**config.mk**
```make
export PLATFORM = sky130hd
export DESIGN_NAME = transmitter_rs_232
export DESIGN_NICKNAME = d
export VERILOG_FILES = /design/src/rtl/uart_pkg.sv /design/src/rtl/transmitter_baud_tick.sv /design/src/rtl/transmitter_rs_232.sv
export SDC_FILE = /design/constraint.sdc
export NUM_CORES = 1
export LEC_CHECK = 0
export CAP_MARGIN = 30
export CELL_PAD_IN_SITES_DETAIL_PLACEMENT = 1
export CELL_PAD_IN_SITES_GLOBAL_PLACEMENT = 1
export CORE_MARGIN = 1
export CORE_UTILIZATION = 44
export DETAILED_ROUTE_END_ITERATION = 7
export PLACE_DENSITY_LB_ADDON = 0.2
export SETUP_SLACK_MARGIN = 0.02
export SLEW_MARGIN = 20
export SYNTH_ARGS = -nofsm -noshare
export SYNTH_HDL_FRONTEND = slang
export SYNTH_SLANG_ARGS = --single-unit
```
**constraint.sdc**
```tcl
create_clock -name clock -period 2.8 [get_ports clock]
set_input_delay 0.42 -clock clock [delete_from_list [all_inputs] [get_ports clock]]
set_output_delay 0.42 -clock clock [all_outputs]
set_load 0.01 [all_outputs]
```
**src/rtl/uart_pkg.sv**
```systemverilog
// Shared UART definitions: transmitter FSM states, default frame constants,
// and a frame-length helper.
package uart_pkg;

  typedef enum logic [2:0] {
    IDLE,
    START,
    DATA,
    PARITY,
    STOP
  } tx_state_t;

  localparam int UART_BAUD_COUNT = 434;
  localparam int UART_DATA_WIDTH = 8;

  function automatic int frame_bits(
    input int data_width,
    input bit parity
  );
    return data_width + (parity ? 3 : 2);
  endfunction

endpackage

```
**src/rtl/transmitter_baud_tick.sv**
```systemverilog
// Bit-time counter: counts 0..BAUD_COUNT-1, tick marks the last cycle.
// Ports: clock, reset_n, clear (sync), tick.
module transmitter_baud_tick #(
  parameter int BAUD_COUNT = 434
) (
  input  logic clock,
  input  logic reset_n,
  input  logic clear,
  output logic tick
);

  localparam int CW =
    (BAUD_COUNT > 1) ? $clog2(BAUD_COUNT) : 1;
  localparam logic [CW-1:0] LAST =
    CW'(BAUD_COUNT - 1);

  logic [CW-1:0] baud_counter;

  always_ff @(posedge clock or negedge reset_n) begin
    if (!reset_n) begin
      baud_counter <= '0;
    end else if (clear) begin
      baud_counter <= '0;
    end else begin
      baud_counter <= baud_counter + CW'(1);
    end
  end

  assign tick = (baud_counter == LAST);

endmodule

```
**src/rtl/transmitter_rs_232.sv**
```systemverilog
// RS-232 transmitter: start, DATA_WIDTH bits LSB first, [parity], stop.
// Ports: clock, reset_n, transmit_valid/data/ready, serial_data_out,
// transmitting_flag. Even parity bit enabled by TRANSMITTER_PARITY_EN.
module transmitter_rs_232
  import uart_pkg::*;
#(
  parameter int BAUD_COUNT = UART_BAUD_COUNT,
  parameter int DATA_WIDTH = UART_DATA_WIDTH
) (
  input  logic                  clock,
  input  logic                  reset_n,
  input  logic                  transmit_valid,
  input  logic [DATA_WIDTH-1:0] transmit_data,
  output logic                  transmit_ready,
  output logic                  serial_data_out,
  output logic                  transmitting_flag
);

  localparam int BW =
    (DATA_WIDTH > 1) ? $clog2(DATA_WIDTH) : 1;
  localparam logic [BW-1:0] LAST_BIT =
    BW'(DATA_WIDTH - 1);

  tx_state_t             state;
  logic [DATA_WIDTH-1:0] shift_register;
  logic [DATA_WIDTH-1:0] shift_next;
  logic [BW-1:0]         bit_counter;
  logic                  tick;
  logic                  clear;
  logic                  accept;
`ifdef TRANSMITTER_PARITY_EN
  logic                  parity_bit;
`endif

  assign accept     = transmit_valid && transmit_ready;
  assign shift_next = shift_register >> 1;
  // Held at zero while idle, restarted at every bit boundary.
  assign clear      = (state == IDLE) || tick;

  transmitter_baud_tick #(
    .BAUD_COUNT(BAUD_COUNT)
  ) u_baud (
    .clock  (clock),
    .reset_n(reset_n),
    .clear  (clear),
    .tick   (tick)
  );

  always_ff @(posedge clock or negedge reset_n) begin
    if (!reset_n) begin
      state             <= IDLE;
      serial_data_out   <= 1'b1;
      transmit_ready    <= 1'b1;
      transmitting_flag <= 1'b0;
      shift_register    <= '0;
      bit_counter       <= '0;
`ifdef TRANSMITTER_PARITY_EN
      parity_bit        <= 1'b0;
`endif
    end else begin
      case (state)
        IDLE: begin
          if (accept) begin
            state             <= START;
            shift_register    <= transmit_data;
            bit_counter       <= '0;
            serial_data_out   <= 1'b0;
            transmit_ready    <= 1'b0;
            transmitting_flag <= 1'b1;
`ifdef TRANSMITTER_PARITY_EN
            parity_bit        <= ^transmit_data;
`endif
          end
        end
        START: begin
          if (tick) begin
            state           <= DATA;
            serial_data_out <= shift_register[0];
          end
        end
        DATA: begin
          if (tick) begin
            if (bit_counter == LAST_BIT) begin
`ifdef TRANSMITTER_PARITY_EN
              state           <= PARITY;
              serial_data_out <= parity_bit;
`else
              state           <= STOP;
              serial_data_out <= 1'b1;
`endif
            end else begin
              bit_counter     <= bit_counter + BW'(1);
              shift_register  <= shift_next;
              serial_data_out <= shift_next[0];
            end
          end
        end
`ifdef TRANSMITTER_PARITY_EN
        PARITY: begin
          if (tick) begin
            state           <= STOP;
            serial_data_out <= 1'b1;
          end
        end
`endif
        STOP: begin
          if (tick) begin
            state             <= IDLE;
            serial_data_out   <= 1'b1;
            transmit_ready    <= 1'b1;
            transmitting_flag <= 1'b0;
          end
        end
        default: begin
          state             <= IDLE;
          serial_data_out   <= 1'b1;
          transmit_ready    <= 1'b1;
          transmitting_flag <= 1'b0;
        end
      endcase
    end
  end

endmodule
```
; ---- Word level (Yosys, flattened, before mapping)
; Cells that the tools add are included.
[totals]
regBits = 26
word_cells = 55
[classes]
addsub = 2
eq_ne = 11
mux = 25
n_bitwise = 1
n_reduce_logical = 9
[op_table]
columns = operator, n
row1 = $mux 3, 8
row2 = $mux 8, 3
row3 = $pmux 8 s2, 1
row4 = $ne 2x2->1 const B, 6
row5 = $pmux 3 s4, 1
row6 = $add 9x1->9 const B, 1
row7 = $eq 9x9->1 const B, 1
row8 = $mux 9, 1
row9 = $reduce_and 4->1, 2
row10 = $mux 1, 7
row11 = $eq 3x3->1 const B, 2
row12 = $pmux 1 s3, 2
row13 = $pmux 3 s2, 1
row14 = $reduce_and 5->1, 1
row15 = $pmux 1 s4, 1
row16 = $add 3x1->3 const B, 1
row17 = $eq 3x1->1 const B, 1
row18 = $eq 3x2->1 const B, 1
row19 = $logic_not 3->1, 1
row20 = $reduce_and 3->1, 1
row21 = $reduce_bool 2->1, 1
row22 = $reduce_or 2->1, 1
row23 = $logic_and 1x1->1, 1
row24 = $logic_or 1x1->1, 1
row25 = $not 1->1, 1

; ---- Depth between registers and ports, before layout
[logic_depth]
word_depth = 4
mapped_depth = 7
ltp_nobuf = 6

; ---- Cells and area by module
; A second synthesis with hierarchy kept.
[hier_totals]
cells_unflattened = 135
area_unflattened_um2 = 1375.1
[by_module_without_submodules]
columns = mod, instances, cells_per_inst, area_per_inst_um2, seq_area_each_um2
row1 = transmitter_rs_232, 1, 92, 944.7, 427.9
row2 = transmitter_baud_tick, 1, 43, 430.4, 225.2

; ---- Worst setup path after synthesis
; OpenSTA, ideal clock, no wires.
[synth_path]
path_kind = reg-to-reg
start = register u_baud.baud_counter[1]
end = register shift_register[0]
setup_time_ns = 0.125
t_arrival_ns = 2.001
required_ns = 2.675
setup_slack_ns = 0.675
stages_incl_launch_ff = 7
n_path_buf = 0
synth_period_minus_slack_ns = 2.125
path_cell_list = dfrtp_1 > inv_1 > ha_1 > or4b_1 > or3_4 > o21ai_4 > mux2_2
[synth_via]
elab_chain_cells = 3
[synth_rtl]
columns = item, line
row1 = "start, declared", transmitter_baud_tick.sv:17  ; logic [CW-1:0] baud_counter;
row2 = "start signal, assigned", transmitter_baud_tick.sv:25  ; baud_counter <= baud_counter + CW'(1);
row3 = $eq 9x9->1, transmitter_baud_tick.sv:29  ; assign tick = (baud_counter == LAST);
row4 = $ne 2x2->1 (no source line), --
row5 = $reduce_and 4->1 (no source line), --
row6 = "end signal, assigned", transmitter_rs_232.sv:65  ; shift_register <= transmit_data;
row7 = "end signal, assigned", transmitter_rs_232.sv:93  ; shift_register <= shift_next;
row8 = "end, declared", transmitter_rs_232.sv:25  ; logic [DATA_WIDTH-1:0] shift_register;
; Every way passes these cells.
; A chain may end at the register's enable or synchronous reset.

; ---- Worst setup path after layout
[layout_path]
start = register u_baud.baud_counter[1]
end = register shift_register[6]
; The elaborated chain is that of the path after synthesis.

==> results.json <==
{
  "setup-violations-final": 0,
  "fin_hold_ws_ns": 0.457,
  "place_hpwl_mm": 1.91,
  "clk_latency_ns": 0.31,
  "use_met1_pct": 23.1,
  "clk_path_buf_depth": 2,
  "avgSynthCellArea_um2": 10.9,
  "overflow": 0,
  "finalMaxSlewViolations": 0,
  "maxCapViolCount": 0,
  "async_flop_share_pct": 100,
  "leakage_uw": 0.000615,
  "switching_power_uw": 118,
  "r2r_cells": 6,
  "n_antenna_cell": 0,
  "cp_max_fo": 12,
  "combPwrFrac_pct": 5.8,
  "clk_pin_slew_ns": 0.13,
  "cp-start-kind": "flop",
  "post_cts_buffers": 0,
  "seqPwrFrac_pct": 67.4,
  "fmax_mhz": 428,
  "ant_nets": 0,
  "holdBufCountCts": 0,
  "die_y_um": 58.1,
  "grt_busiest_layer": "met2",
  "firstDrtPassIters": 3,
  "cts_tree": "done",
  "wl_mm": 2.58,
  "min_period_ns": 2.33,
  "grt_max_degree": 27,
  "grtUsageMet3_pct": 3.35,
  "fillers": 317,
  "fin_ws_ns": 0.466,
  "io_buffer_count": 13,
  "vias": 952,
  "grt_setup_unrepaired": "false",
  "ys_warn_count": 0,
  "synth.distinct_cells": 31,
  "start_util_pct": 48.2,
  "antenna_found_initial": 0,
  "cts_max_level": 1,
  "numCtsBuffers": 3,
  "endpoint_kind": "flop",
  "netlist_top_cells_area": "dfrtp_1 43%, mux2_2 14%, dfstp_2 3.8%",
  "r2r_slack_ns": 0.47,
  "grt_usage_pct": 18.3,
  "finish.utilization_pct": 53.8,
  "hold_path_class": "primary input to asynchronous set/reset pin",
  "grt_first_pass_wirelength_mm": 4.64,
  "clock-skew-final_ns": 0.00476,
  "ios": 14,
  "synth_seq_area_share_pct": 47.2,
  "grt_pass1_vias": 1025,
  "post-route-period-util_pct": 83.4,
  "relSlewSlack_pct": 75.2,
  "vias_per_cell": 5.23,
  "placed_area_um2": 1530,
  "worst_slew_pin_slew_ns": 0.370,
  "wl_per_cell_um": 14.2,
  "synth-seq-cells": 26,
  "yosysTopAreaCellShare_pct": 43.4,
  "synth_edf_count": 0,
  "root_buffer": "clkbuf_4",
  "p_clk_share_pct": 26.8,
  "yosys.area.top_type": "dfrtp_1",
  "synthesis.area_um2": 1390,
  "fin_nets": 157,
  "dr.first_iter.drc_count": 48,
  "worstPathRequired_ns": 3.02,
  "hold_viol_final": 0,
  "status": "complete, no violations",
  "ys.flop_type": "dfrtp_1",
  "grt.met2_usage_pct": 31.0,
  "postCtsResizedCells": 0,
  "cts_num_sinks": 26,
  "die-area_um2": 3380,
  "internal_power_uw": 453,
  "die_w_um": 58.1,
  "drive_gt1_share_pct": 18.6,
  "netlist_instances": 127,
  "post-place-ws_ns": 0.481,
  "switching_share_pct": 20.6,
  "max-vdd-ir-drop_uv": 226,
  "final.setup.tns_ns": 0,
  "place_congestion": 0.827,
  "syn_nets": 142,
  "coreArea_um2": 2880,
  "stdcell_area_um2": 1550,
  "criticalPathCategory": "flop to flop",
  "worstPathArrival_ns": 2.55,
  "syn_to_final_growth_pct": 11.8,
  "p_per_area_nw_per_um2": 368,
  "std_cell_rows": 19,
  "drc_errors": 0
}
## flip-flops by register name, summed over array words and instances, names as in the netlist
| signal | cells |
|---|---|
| u_baud.baud_counter | 9 |
| shift_register | 8 |
| bit_counter | 3 |
| state | 3 |
| serial_data_out | 1 |
| transmit_ready | 1 |
| transmitting_flag | 1 |
## power by group through the flow
stage	logic (µW)	clock network, µW	registers [µW]
after floorplan	9.95	0	391
after global placement	32.3	0	391
after detailed placement	34.0	0	392
after CTS	34.1	165	385
after global routing	36.7	180	386
final	33.0	153	385
## critical path: stages, from the launching register on
cell,delay (ns)
dfrtp_1,0.42
inv_1,0.06
ha_1,0.12
or4b_1,0.46
or3_4,0.42
o21ai_4,0.37
mux2_2,0.38
## layout by cell type (no fill, tap or decap), types with 2 or more instances in the layout
master / n
a21boi_0: 3
a21oi_1: 7
buf_4: 2
clkbuf_4: 3
clkdlybuf4s50_1: 13
dfrtp_1: 24
dfstp_2: 2
ha_1: 4
inv_1: 8
mux2_2: 17
mux2i_1: 2
nand2_1: 8
nand3_1: 7
nor2_1: 11
nor3_1: 4
o211ai_1: 2
o21ai_0: 3
or3_1: 2
xnor2_1: 4
xor2_1: 3
## per-stage QoR
step           instances  power (µW)
2_1_floorplan        127         400
3_3_place_gp         179         423
3_5_place_dp         179         426
4_1_cts              182         583
5_1_grt              182         603
6_report             182         571
## final timing paths
| kind | startpoint | to |
|---|---|---|
| max | u_baud.baud_counter[1] | shift_register[6] |
| min in group clock | bit_counter[0] | bit_counter[0] |
| min reg2reg | bit_counter[0] | bit_counter[0] |
| max in group asynchronous | reset_n | serial_data_out |
| max reg2reg | u_baud.baud_counter[1] | shift_register[6] |
| min | reset_n | transmitting_flag |
## kinds of logic (layout without fill, tap and decap cells)
kind of cell	count (synthesis)	in the layout	share of synthesized area, %
AND/OR/NAND/NOR	39	39	14.2
flip-flops	26	26	47.2
AO/OA/AOI/OAI	19	19	9.12
multiplexers	19	19	15.3
buffers and inverters	13	26	6.23
XOR/XNOR	7	7	4.43
adder cells (fa/ha/maj)	4	4	3.61
## synth_stat cells, drive strengths merged (2+ instances only)
| cell | number |
|---|---|
| or3 | 3 |
| nand3 | 7 |
| clkbuf | 4 |
| inv | 8 |
| dfstp | 2 |
| a21boi | 3 |
| ha | 4 |
| o211ai | 2 |
| nand2 | 8 |
| mux2 | 17 |
| o21ai | 4 |
| dfrtp | 24 |
| mux2i | 2 |
| nor2 | 11 |
| nor3 | 4 |
| xor2 | 3 |
| a21oi | 7 |
| xnor2 | 4 |
## per-layer routing
| metal | vias up | part of all wire, % |
|---|---|---|
| met5 | - | 0 |
| met4 | 0 | 1.8 |
| met3 | 4 | 2.4 |
| met2 | 12 | 49 |
| met1 | 473 | 46 |
| li1 | 463 | - |
## cell type report
cell class              instances  area [µm²]  share of cell area, %
flip-flops and latches         26         653                   42.2
multi-input cells              88         646                   41.7
repair buffers                 15         145                   9.37
well taps                      42        52.6                   3.39
inverters                       8        30.0                   1.94
clock buffers                   3        22.5                   1.45
Power figures use the tool's default switching activity.
